<file path="config.mk">
export PLATFORM = sky130hd
export DESIGN_NAME = dds_sweep_ctrl_flat
export DESIGN_NICKNAME = d
export VERILOG_FILES = /design/src/rtl/dds_pkg.sv /design/src/rtl/dds_sweep_ctrl_if.sv /design/src/rtl/dds_phase_acc.sv /design/src/rtl/dds_sweep_ctrl.sv /design/src/flat_wrapper.sv
export SDC_FILE = /design/constraint.sdc
export NUM_CORES = 1
export LEC_CHECK = 0
export BUFFER_PORTS_ARGS = -buffer_cell sky130_fd_sc_hd__buf_2
export CAP_MARGIN = 20
export CORE_MARGIN = 2
export CORE_UTILIZATION = 55
export CTS_CLUSTER_DIAMETER = 200
export DETAILED_ROUTE_END_ITERATION = 10
export GPL_ROUTABILITY_DRIVEN = 0
export PLACE_DENSITY = 0.78
export REMOVE_ABC_BUFFERS = 1
export SLEW_MARGIN = 10
export SYNTH_ARGS = -nofsm -noshare
export SYNTH_HDL_FRONTEND = slang
export SYNTH_SLANG_ARGS = --single-unit
</file>
<file path="constraint.sdc">
create_clock -name clk_i -period 4.31 [get_ports clk_i]
set_clock_uncertainty 0.1 [all_clocks]
set_input_delay 0.2155 -clock clk_i [delete_from_list [all_inputs] [get_ports clk_i]]
set_output_delay 0.2155 -clock clk_i [all_outputs]
set_load 0.03 [all_outputs]
</file>
<file path="src/rtl/dds_pkg.sv">
// Shared types and default widths for the DDS sweep controller and its phase accumulator.
package dds_pkg;

  localparam int DDS_PHASE_W = 24;
  localparam int DDS_ADDR_W  = 8;
  localparam int DDS_DWELL_W = 16;

  typedef enum logic [1:0] {
    FIXED  = 2'b00,
    SINGLE = 2'b01,
    SAW    = 2'b10,
    UPDOWN = 2'b11
  } dds_mode_t;

  typedef enum logic [2:0] {
    ST_IDLE,
    ST_FIXED,
    ST_SWEEP_UP,
    ST_SWEEP_DOWN,
    ST_HOLD
  } dds_state_t;

endpackage

</file>
<file path="src/rtl/dds_sweep_ctrl_if.sv">
// Config handshake, start/stop pulses and address/status outputs of the DDS sweep controller.
// DDS_PHASE_OFFSET_EN adds the cfg_poff_i address offset field.
interface dds_sweep_ctrl_if import dds_pkg::*; #(
  parameter int PHASE_W = DDS_PHASE_W,
  parameter int ADDR_W  = DDS_ADDR_W,
  parameter int DWELL_W = DDS_DWELL_W
);
  logic               cfg_valid_i;
  logic               cfg_ready_o;
  logic [1:0]         cfg_mode_i;
  logic [PHASE_W-1:0] cfg_ftw_start_i;
  logic [PHASE_W-1:0] cfg_ftw_stop_i;
  logic [PHASE_W-1:0] cfg_ftw_step_i;
  logic [DWELL_W-1:0] cfg_dwell_i;
`ifdef DDS_PHASE_OFFSET_EN
  logic [ADDR_W-1:0]  cfg_poff_i;
`endif
  logic               start_i;
  logic               stop_i;
  logic [ADDR_W-1:0]  addr_o;
  logic               addr_valid_o;
  logic [PHASE_W-1:0] cur_ftw_o;
  logic               busy_o;
  logic               sweep_done_o;

  modport master (
`ifdef DDS_PHASE_OFFSET_EN
    output cfg_poff_i,
`endif
    output cfg_valid_i, cfg_mode_i, cfg_ftw_start_i, cfg_ftw_stop_i, cfg_ftw_step_i,
    output cfg_dwell_i, start_i, stop_i,
    input  cfg_ready_o, addr_o, addr_valid_o, cur_ftw_o, busy_o, sweep_done_o
  );

  modport slave (
`ifdef DDS_PHASE_OFFSET_EN
    input  cfg_poff_i,
`endif
    input  cfg_valid_i, cfg_mode_i, cfg_ftw_start_i, cfg_ftw_stop_i, cfg_ftw_step_i,
    input  cfg_dwell_i, start_i, stop_i,
    output cfg_ready_o, addr_o, addr_valid_o, cur_ftw_o, busy_o, sweep_done_o
  );

endinterface

</file>
<file path="src/rtl/dds_phase_acc.sv">
// Phase accumulator: adds the tuning word every enabled cycle and slices the LUT address from the top bits.
// DDS_PHASE_OFFSET_EN adds a per-config address offset on the register output (no extra latency).
module dds_phase_acc #(
  parameter int PHASE_W = 24,
  parameter int ADDR_W  = 8
) (
  input  logic               clk,
  input  logic               rst_n,
  input  logic               clr,
  input  logic               en,
  input  logic [PHASE_W-1:0] ftw,
`ifdef DDS_PHASE_OFFSET_EN
  input  logic [ADDR_W-1:0]  poff,
`endif
  output logic [ADDR_W-1:0]  addr
);

  logic [PHASE_W-1:0] phase;

  always_ff @(posedge clk or negedge rst_n) begin
    if (!rst_n) begin
      phase <= '0;
    end else if (clr) begin
      phase <= '0;
    end else if (en) begin
      phase <= phase + ftw;
    end
  end

`ifdef DDS_PHASE_OFFSET_EN
  // Offset is gated so an idle controller still presents address 0.
  assign addr = phase[PHASE_W-1 -: ADDR_W] + (en ? poff : '0);
`else
  assign addr = phase[PHASE_W-1 -: ADDR_W];
`endif

endmodule

</file>
<file path="src/rtl/dds_sweep_ctrl.sv">
// DDS sequencing controller: config registers, sweep FSM, dwell counter and step arithmetic.
// DDS_PHASE_OFFSET_EN enables the latched LUT address offset.
module dds_sweep_ctrl import dds_pkg::*; #(
  parameter int PHASE_W = DDS_PHASE_W,
  parameter int ADDR_W  = DDS_ADDR_W,
  parameter int DWELL_W = DDS_DWELL_W
) (
  input  logic          clk_i,
  input  logic          rst_n_i,
  dds_sweep_ctrl_if.slave bus
);

  dds_state_t         state, state_nxt;
  dds_mode_t          mode_q, eff_mode;
  logic [PHASE_W-1:0] start_q, stop_q, step_q;
  logic [PHASE_W-1:0] eff_start, eff_stop, eff_step;
  logic [DWELL_W-1:0] dwell_q, dwell_cnt, dwell_cnt_nxt;
  logic [PHASE_W-1:0] cur_ftw, cur_ftw_nxt;
  logic               done, done_nxt;
  logic [PHASE_W:0]   up_sum, dn_diff;
  logic               idle, cfg_take, degenerate, dwell_hit;
`ifdef DDS_PHASE_OFFSET_EN
  logic [ADDR_W-1:0]  poff_q;
`endif

  assign idle     = (state == ST_IDLE);
  assign cfg_take = bus.cfg_valid_i & idle;

  // A start coinciding with a config beat must see the new values, not the old registers.
  assign eff_mode  = cfg_take ? dds_mode_t'(bus.cfg_mode_i) : mode_q;
  assign eff_start = cfg_take ? bus.cfg_ftw_start_i : start_q;
  assign eff_stop  = cfg_take ? bus.cfg_ftw_stop_i  : stop_q;
  assign eff_step  = cfg_take ? bus.cfg_ftw_step_i  : step_q;
  assign degenerate = (eff_step == '0) | (eff_stop <= eff_start);

  assign up_sum    = {1'b0, cur_ftw} + {1'b0, step_q};
  assign dn_diff   = {1'b0, cur_ftw} - {1'b0, step_q};
  assign dwell_hit = (dwell_cnt == dwell_q);

  always_comb begin
    state_nxt     = state;
    cur_ftw_nxt   = cur_ftw;
    dwell_cnt_nxt = dwell_cnt;
    done_nxt      = 1'b0;
    case (state)
      ST_IDLE: begin
        if (bus.start_i && !bus.stop_i) begin
          cur_ftw_nxt   = eff_start;
          dwell_cnt_nxt = '0;
          state_nxt     = (eff_mode == FIXED || degenerate) ? ST_FIXED : ST_SWEEP_UP;
        end
      end
      ST_SWEEP_UP: begin
        if (dwell_hit) begin
          dwell_cnt_nxt = '0;
          if (up_sum < {1'b0, stop_q}) begin
            cur_ftw_nxt = up_sum[PHASE_W-1:0];
          end else begin
            case (mode_q)
              SINGLE: begin
                cur_ftw_nxt = stop_q;
                done_nxt    = 1'b1;
                state_nxt   = ST_HOLD;
              end
              SAW: begin
                cur_ftw_nxt = start_q;
                done_nxt    = 1'b1;
              end
              default: begin
                cur_ftw_nxt = stop_q;
                state_nxt   = ST_SWEEP_DOWN;
              end
            endcase
          end
        end else begin
          dwell_cnt_nxt = dwell_cnt + DWELL_W'(1);
        end
      end
      ST_SWEEP_DOWN: begin
        if (dwell_hit) begin
          dwell_cnt_nxt = '0;
          if (!dn_diff[PHASE_W] && (dn_diff[PHASE_W-1:0] > start_q)) begin
            cur_ftw_nxt = dn_diff[PHASE_W-1:0];
          end else begin
            cur_ftw_nxt = start_q;
            done_nxt    = 1'b1;
            state_nxt   = ST_SWEEP_UP;
          end
        end else begin
          dwell_cnt_nxt = dwell_cnt + DWELL_W'(1);
        end
      end
      default: ;
    endcase
    // Stop overrides everything, including an endpoint landing in the same cycle.
    if (bus.stop_i && !idle) begin
      state_nxt     = ST_IDLE;
      cur_ftw_nxt   = '0;
      dwell_cnt_nxt = '0;
      done_nxt      = 1'b0;
    end
  end

  always_ff @(posedge clk_i or negedge rst_n_i) begin
    if (!rst_n_i) begin
      state     <= ST_IDLE;
      cur_ftw   <= '0;
      dwell_cnt <= '0;
      done      <= 1'b0;
    end else begin
      state     <= state_nxt;
      cur_ftw   <= cur_ftw_nxt;
      dwell_cnt <= dwell_cnt_nxt;
      done      <= done_nxt;
    end
  end

  always_ff @(posedge clk_i or negedge rst_n_i) begin
    if (!rst_n_i) begin
      mode_q  <= FIXED;
      start_q <= '0;
      stop_q  <= '0;
      step_q  <= '0;
      dwell_q <= '0;
`ifdef DDS_PHASE_OFFSET_EN
      poff_q  <= '0;
`endif
    end else if (cfg_take) begin
      mode_q  <= dds_mode_t'(bus.cfg_mode_i);
      start_q <= bus.cfg_ftw_start_i;
      stop_q  <= bus.cfg_ftw_stop_i;
      step_q  <= bus.cfg_ftw_step_i;
      dwell_q <= bus.cfg_dwell_i;
`ifdef DDS_PHASE_OFFSET_EN
      poff_q  <= bus.cfg_poff_i;
`endif
    end
  end

  dds_phase_acc #(
    .PHASE_W (PHASE_W),
    .ADDR_W  (ADDR_W)
  ) u_phase_acc (
    .clk   (clk_i),
    .rst_n (rst_n_i),
    .clr   (idle | bus.stop_i),
    .en    (!idle),
    .ftw   (cur_ftw),
`ifdef DDS_PHASE_OFFSET_EN
    .poff  (poff_q),
`endif
    .addr  (bus.addr_o)
  );

  assign bus.cfg_ready_o  = idle;
  assign bus.busy_o       = !idle;
  assign bus.addr_valid_o = !idle;
  assign bus.cur_ftw_o    = cur_ftw;
  assign bus.sweep_done_o = done;

endmodule

</file>
<file path="src/flat_wrapper.sv">
// flat-port wrapper written by rule: the top's interface ports become plain ports
module dds_sweep_ctrl_flat import dds_pkg::*;
#(
  parameter int PHASE_W = DDS_PHASE_W,
  parameter int ADDR_W  = DDS_ADDR_W,
  parameter int DWELL_W = DDS_DWELL_W
)
  (clk_i, rst_n_i, bus_cfg_valid_i, bus_cfg_mode_i, bus_cfg_ftw_start_i, bus_cfg_ftw_stop_i, bus_cfg_ftw_step_i, bus_cfg_dwell_i, bus_start_i, bus_stop_i, bus_cfg_ready_o, bus_addr_o, bus_addr_valid_o, bus_cur_ftw_o, bus_busy_o, bus_sweep_done_o);
  dds_sweep_ctrl_if #(.PHASE_W(PHASE_W), .ADDR_W(ADDR_W), .DWELL_W(DWELL_W)) bus_i ();
  input  logic clk_i;
  input  logic rst_n_i;
  input wire logic [$bits(bus_i.cfg_valid_i)-1:0] bus_cfg_valid_i;
  input wire logic [$bits(bus_i.cfg_mode_i)-1:0] bus_cfg_mode_i;
  input wire logic [$bits(bus_i.cfg_ftw_start_i)-1:0] bus_cfg_ftw_start_i;
  input wire logic [$bits(bus_i.cfg_ftw_stop_i)-1:0] bus_cfg_ftw_stop_i;
  input wire logic [$bits(bus_i.cfg_ftw_step_i)-1:0] bus_cfg_ftw_step_i;
  input wire logic [$bits(bus_i.cfg_dwell_i)-1:0] bus_cfg_dwell_i;
  input wire logic [$bits(bus_i.start_i)-1:0] bus_start_i;
  input wire logic [$bits(bus_i.stop_i)-1:0] bus_stop_i;
  output wire logic [$bits(bus_i.cfg_ready_o)-1:0] bus_cfg_ready_o;
  output wire logic [$bits(bus_i.addr_o)-1:0] bus_addr_o;
  output wire logic [$bits(bus_i.addr_valid_o)-1:0] bus_addr_valid_o;
  output wire logic [$bits(bus_i.cur_ftw_o)-1:0] bus_cur_ftw_o;
  output wire logic [$bits(bus_i.busy_o)-1:0] bus_busy_o;
  output wire logic [$bits(bus_i.sweep_done_o)-1:0] bus_sweep_done_o;
  assign bus_i.cfg_valid_i = bus_cfg_valid_i;
  assign bus_i.cfg_mode_i = bus_cfg_mode_i;
  assign bus_i.cfg_ftw_start_i = bus_cfg_ftw_start_i;
  assign bus_i.cfg_ftw_stop_i = bus_cfg_ftw_stop_i;
  assign bus_i.cfg_ftw_step_i = bus_cfg_ftw_step_i;
  assign bus_i.cfg_dwell_i = bus_cfg_dwell_i;
  assign bus_i.start_i = bus_start_i;
  assign bus_i.stop_i = bus_stop_i;
  assign bus_cfg_ready_o = bus_i.cfg_ready_o;
  assign bus_addr_o = bus_i.addr_o;
  assign bus_addr_valid_o = bus_i.addr_valid_o;
  assign bus_cur_ftw_o = bus_i.cur_ftw_o;
  assign bus_busy_o = bus_i.busy_o;
  assign bus_sweep_done_o = bus_i.sweep_done_o;
  dds_sweep_ctrl #(.PHASE_W(PHASE_W), .ADDR_W(ADDR_W), .DWELL_W(DWELL_W)) u_core (.clk_i(clk_i), .rst_n_i(rst_n_i), .bus(bus_i));
endmodule
</file>
Word-level counts from Yosys, hierarchy flattened
Cells that the tools add are included.

storage, ports and cells
  input port bits = 95
  register bits = 158
  output and inout bits = 36

operators by class
  multiplexer cells = 34
  reductions and logical operators = 17
  $lt $le $gt $ge = 3
  equal/unequal tests = 12
  $add $sub $neg = 4
  bitwise operators = 3

operators by type and width
  operator                 count
  $mux W24                 12
  $pmux W24 S3             1
  $mux W16                 3
  $pmux W16 S2             1
  $add A24 B24 Y25         1
  $lt A25 B24 Y1           1
  $sub A24 B24 Y25         1
  $add A24 B24 Y24         1
  $gt A24 B24 Y1           1
  $le A24 B24 Y1           1
  $logic_not A24 Y1        1
  $mux W3                  6
  $add A16 B1 Y16 const B  1
  $eq A16 B16 Y1           1
  $ne A3 B3 Y1 const B     3
  $pmux W3 S3              1
  $reduce_and A7 Y1        1
  $eq A3 B2 Y1 const B     2
  $mux W1                  6
  $ne A3 B1 Y1 const B     2
  $pmux W3 S2              1
  $mux W2                  2
  $reduce_and A4 Y1        1
  $reduce_bool A4 Y1       1
  other kinds (15)         21

Depth between registers and ports, before layout
  depth after elaboration = 10
  gate-level depth with buffers = 24
  gate-level depth less buffers = 22

Cells and area by module
From an unflattened synthesis, not the netlist that was laid out.

unflattened totals
  cell total of the unflattened synthesis = 1569
  area total of the unflattened synthesis = 13306.5 um2

modules (own cells, without submodules)
  module          cells each  sequential area each (um2)  instances  area each (um2)
  dds_sweep_ctrl  1328        3353.2                      1          11128.2
  dds_phase_acc   241         600.6                       1          2178.3

Worst setup path after synthesis
OpenSTA, ideal clock, no wires.

  path kind = reg-to-reg
  start = register u_core.cur_ftw[0], in the netlist u_core.bus.cur_ftw_o[0]
  end = register u_core.cur_ftw[16], in the netlist u_core.bus.cur_ftw_o[16]
  cell stages (with the launch flop) = 22
  setup slack = -0.581 ns
  arrival time = 4.659 ns
  data required time = 4.078 ns
  library setup time = 0.132 ns
  clock period less this slack = 4.891 ns
  cells stage by stage = dfrtp_1 inv_1 ha_1 fa_1 nand2b_1 a21o_1 a211o_1 a211oi_2 o21ai_0 o31ai_1 xor2_1 ha_1 nand4_1 inv_1 a2111o_1 a311oi_1 a311oi_4 buf_6 mux2i_1 nor2_1 a2111oi_0 nor2_1

on the way
  cells in the longest elaborated chain, start to end = 7

RTL lines
  item                                                line                   source
  start, declared                                     dds_sweep_ctrl.sv:18   logic [PHASE_W-1:0] cur_ftw, cur_ftw_nxt;
  start signal, assigned                              dds_sweep_ctrl.sv:112  cur_ftw <= cur_ftw_nxt;
  $sub A24 B24 Y25                                    dds_sweep_ctrl.sv:37   assign dn_diff = {1'b0, cur_ftw} - {1'b0, step_q};
  $gt A24 B24 Y1 or $logic_not A1 Y1 (tied branches)  dds_sweep_ctrl.sv:82   if (!dn_diff[PHASE_W] && (dn_diff[PHASE_W-1:0] > start_q)) begin
  $logic_and A1 B1 Y1                                 dds_sweep_ctrl.sv:82
  $mux W24                                            dds_sweep_ctrl.sv:82
  $mux W24                                            dds_sweep_ctrl.sv:80   if (dwell_hit) begin
  $pmux W24 S3 (*)                                    dds_sweep_ctrl.sv:45   case (state)
  $mux W24 (*)                                        dds_sweep_ctrl.sv:96   if (bus.stop_i && !idle) begin

Mark *: on every way between the ends. The rest lies on a longest branch, timed or not. The select of a mux whose other input is x is not followed.
A chain may end at the register's enable or synchronous reset.

Final worst setup path
  start = register u_core.cur_ftw[0], in the netlist u_core.bus.cur_ftw_o[0]
  end = register u_core.cur_ftw[12], in the netlist u_core.bus.cur_ftw_o[12]

The elaborated chain is that of the path after synthesis.

==> flow_summary.yaml <==
synth:
  synth_enable_flop_cells: 0
  synth_ff_type: "dfrtp_1"
  syn_inst: 1512
  ys_seq_area_share_pct: 31.5
  yosysWarnings: 0
  syn_area_sq_mm: 0.0126
  post_synth_num_cell_types: 71
  synth-async-reset-ratio_pct: 100
  synth.avg_cell_area_sq_um: 8.31
  yosys_register_bits: 158
sta:
  worst_pin_slew_ns: 1.07
  post-route-period-util_pct: 125
  finalSetupTns_ns: -24.37
  max_slew_margin_pct: 27.1
  slew_violations: 0
  rsz0062_at_grt: "true"
  setup_viol: 28
  fmax_mhz: 186
  final.min_clock_period_ns: 5.39
  layout_setup_ws_ns: -1.08
  hold_viol: 0
global_routing:
  overflow: 0
  grt_max_degree: 72
  grt_pass1_wl_um: 68100
  grt_usage_pct: 35.9
  antenna_found_initial: 0
  grt_pass1_vias: 13300
finish:
  syn2layout_area_growth_pct: 37.2
  nFillCells: 1352
  num_antenna_cells: 0
  final_area_sq_mm: 0.0172
  final_nets: 2154
  final-seq-area_sq_mm: 0.00396
  multi_input_area_sq_mm: 0.00828
  drive_gt1_share_pct: 28.5
worst_setup_path:
  critPathKind: "register to register"
  slowest_stage: "dfrtp_2"
  crit_buf_inv: 3
  worstRegToRegCells: 22
  cp_common_cell: "a211oi_2"
  r2r_slack_ns: -1.08
  required_ns: 4.53
  cp_max_fo: 5
  r2r_start: "u_core.bus.cur_ftw_o[0]$_DFFE_PN0P_"
  crit_arrival_ns: 5.61
  slowest_delay_ns: 0.42
  startpoint_type: "register"
  r2r_end: "u_core.bus.cur_ftw_o[12]$_DFFE_PN0P_"
  crit_start: "u_core.bus.cur_ftw_o[0]$_DFFE_PN0P_"
  path_delay_family: "compound AO/OA/AOI/OAI gates"
  crit_end: "u_core.bus.cur_ftw_o[12]$_DFFE_PN0P_"
  critical_path.cell_chain: "inv_2 -> ha_4 -> fa_2 -> nand2b_4 -> a21o_1 -> a211o_1 -> a211oi_2 -> o21ai_1 -> o31ai_1 -> xor2_1 -> ha_1 -> nand2_1 -> o21ai_2 -> a2111o_1 -> a311oi_2 -> a311oi_4 -> buf_4 -> buf_6 -> mux2i_4 -> o22ai_2 -> a211oi_2 -> nor2_1"
  crit_path_end_kind: "register"
  crit_cells: 22
die:
  start_util_pct: 55.8
  core_area_sq_mm: 0.0225
  die_h_um: 155
  die_area_sq_mm: 0.0241
  dieWidth_um: 155
  core.rowCount: 55
  num_io_pins: 131
drt:
  drtPass1Iterations: 8
  dr.first_iter.drc_count: 1862
  ant_nets: 0
  wl_per_cell_um: 21.5
  routed_wl_um: 47600
  num_vias: 14100
  drc_errors: 0
  vias_per_cell: 6.40
cts:
  cts_sinks: 158
  cts_tree: "built"
  clock_path_buffers: 2
  htree_levels: 4
  clock_latency_ns: 0.44
  cts.clk_slew.worst_paths_ns: 0.08
  cts-root-buf: "clkbuf_16"
  cts_buffers: 17
min_path:
  hold_class: "input pin to register"
placed_design:
  portBuffers: 130
  dp_hpwl_um: 29500
  dpl-instance-area_sq_mm: 0.0149
job:
  max_cap_violations: 0
status:
  status: "complete, but fails checks"
  violations: "setup timing"
## cell usage after synthesis, types with 3 or more instances
cell type	n	share of area [%]
nand2_1	122	3.6
o211ai_1	14	0.84
fa_1	3	0.48
or4_1	3	0.18
nand3_1	37	1.5
buf_2	19	0.76
and2_1	9	0.45
o21ai_0	165	6.6
o2111ai_1	4	0.28
a31oi_1	13	0.65
a221oi_2	4	0.48
ha_1	145	14
o31ai_1	11	0.66
inv_1	132	3.9
or2_2	5	0.25
a21oi_1	128	5.1
mux2_2	19	1.7
a2111oi_0	3	0.21
nor3_1	22	0.88
dfrtp_1	158	31
clkbuf_1	42	1.3
buf_1	4	0.12
a21o_1	17	1.0
nand4_1	13	0.65
xor2_1	35	2.4
o21a_1	11	0.66
and3_1	11	0.55
a211o_1	4	0.28
o22ai_1	6	0.30
or3_1	4	0.20
buf_4	15	0.90
a221oi_1	5	0.35
a211oi_1	12	0.72
nand2b_1	21	1.0
xnor2_1	40	2.8
o21bai_1	9	0.54
nor2b_1	17	0.85
o221ai_1	16	1.1
nor2_1	136	4.1
mux2i_1	25	2.0
nor4_1	13	0.65
## worst reg2reg max path: stages (launching register included)
cell and delay (ns):
dfrtp_2 0.42, inv_2 0.07, ha_4 0.16, fa_2 0.34, nand2b_4 0.15, a21o_1 0.18
a211o_1 0.37, a211oi_2 0.31, o21ai_1 0.16, o31ai_1 0.37, xor2_1 0.27, ha_1 0.29
nand2_1 0.11, o21ai_2 0.09, a2111o_1 0.38, a311oi_2 0.33, a311oi_4 0.14, buf_4 0.23
buf_6 0.12, mux2i_4 0.17, o22ai_2 0.15, a211oi_2 0.29, nor2_1 0.08
## sequential cells by signal (all words and copies together), names as in the netlist
signal,flops
u_core.u_phase_acc.phase,24
u_core.stop_q,24
u_core.dwell_cnt,16
u_core.dwell_q,16
u_core.state,3
u_core.bus.sweep_done_o,1
u_core.start_q,24
u_core.mode_q,2
u_core.bus.cur_ftw_o,24
u_core.step_q,24
## worst min path at each step
stage	start	end	slack (ns)	cells after the start
2_1_floorplan	rst_n_i	u_core.bus.cur_ftw_o[0]$_DFFE_PN0P_	-0.18	0
3_3_place_gp	rst_n_i	u_core.u_phase_acc.phase[2]$_DFFE_PN0P_	0.18	1
3_5_place_dp	rst_n_i	u_core.u_phase_acc.phase[2]$_DFFE_PN0P_	0.19	1
4_1_cts	bus_cfg_ftw_step_i[19]	u_core.step_q[19]$_DFF_PN0_	0.001	3
5_1_grt	bus_cfg_ftw_step_i[19]	u_core.step_q[19]$_DFF_PN0_	0.01	3
6_report	bus_cfg_ftw_step_i[7]	u_core.step_q[7]$_DFF_PN0_	0.0001	3
## layout by cell type, fill, tap and decap left out, types with 12 or more instances in the layout
master / count
dfrtp_1: 155
nor2_1: 130
xnor2_1: 33
nand2b_1: 19
clkbuf_16: 18
o221ai_1: 13
nor4_1: 12
nor3_1: 20
nand3_1: 36
a21oi_1: 106
a21oi_2: 21
ha_1: 140
o21ai_0: 148
xor2_1: 34
mux2_2: 19
nand4_1: 13
nor2b_1: 15
a21o_1: 17
buf_4: 224
mux2i_1: 22
inv_1: 130
o211ai_1: 14
dlygate4sd3_1: 86
buf_2: 129
buf_6: 14
nand2_1: 112
## per-stage QoR
stage	util, %	worst slack (ns)	hold WS (ns)	instances
CTS	74.7	-0.539	0.000979	2199
detailed placement	66.0	-1.19	0.191	2063
finish	76.6	-1.08	0.000105	2209
global route	76.6	-1.21	0.0136	2209
floorplan	-	-2.17	-0.180	1430
global placement	66.0	-1.05	0.184	2063
## logic make-up after synthesis
family	count (synthesis)	share of synthesized area (%)
compound gates	450	22.1
simple gates	421	15.4
mux	44	3.69
fa+ha+maj	148	14.9
flops	158	31.5
xor+xnor	75	5.23
buf+inv	216	7.21
## metal layers
metal	GRT usage (%)	up-vias	part of all wire, %
met4	18.7	0	7.2
met3	6.77	341	12
met5	0	-	0
met1	46.6	6532	36
met2	57.2	1145	44
li1	-	6110	-
## repair_timing
item	in CTS	in global routing
hold endpoints to repair	154	0
gates cloned	1	1
pin swaps	42	27
hold buffers	86	0
setup endpoints to repair	28	28
resized for setup	87	73
setup buffers	18	8
## area by class of cell
type | instances | area share (%)
sequential | 158 | 23.0
multi-input combinational | 1138 | 48.1
clock buffer | 18 | 2.55
tap | 285 | 2.07
timing repair buffer | 462 | 20.4
inverter | 134 | 2.92
clock inverter | 14 | 1.03
Power is not shown: default switching activity piles up to over one toggle a cycle in this logic, so the estimate is an artifact.
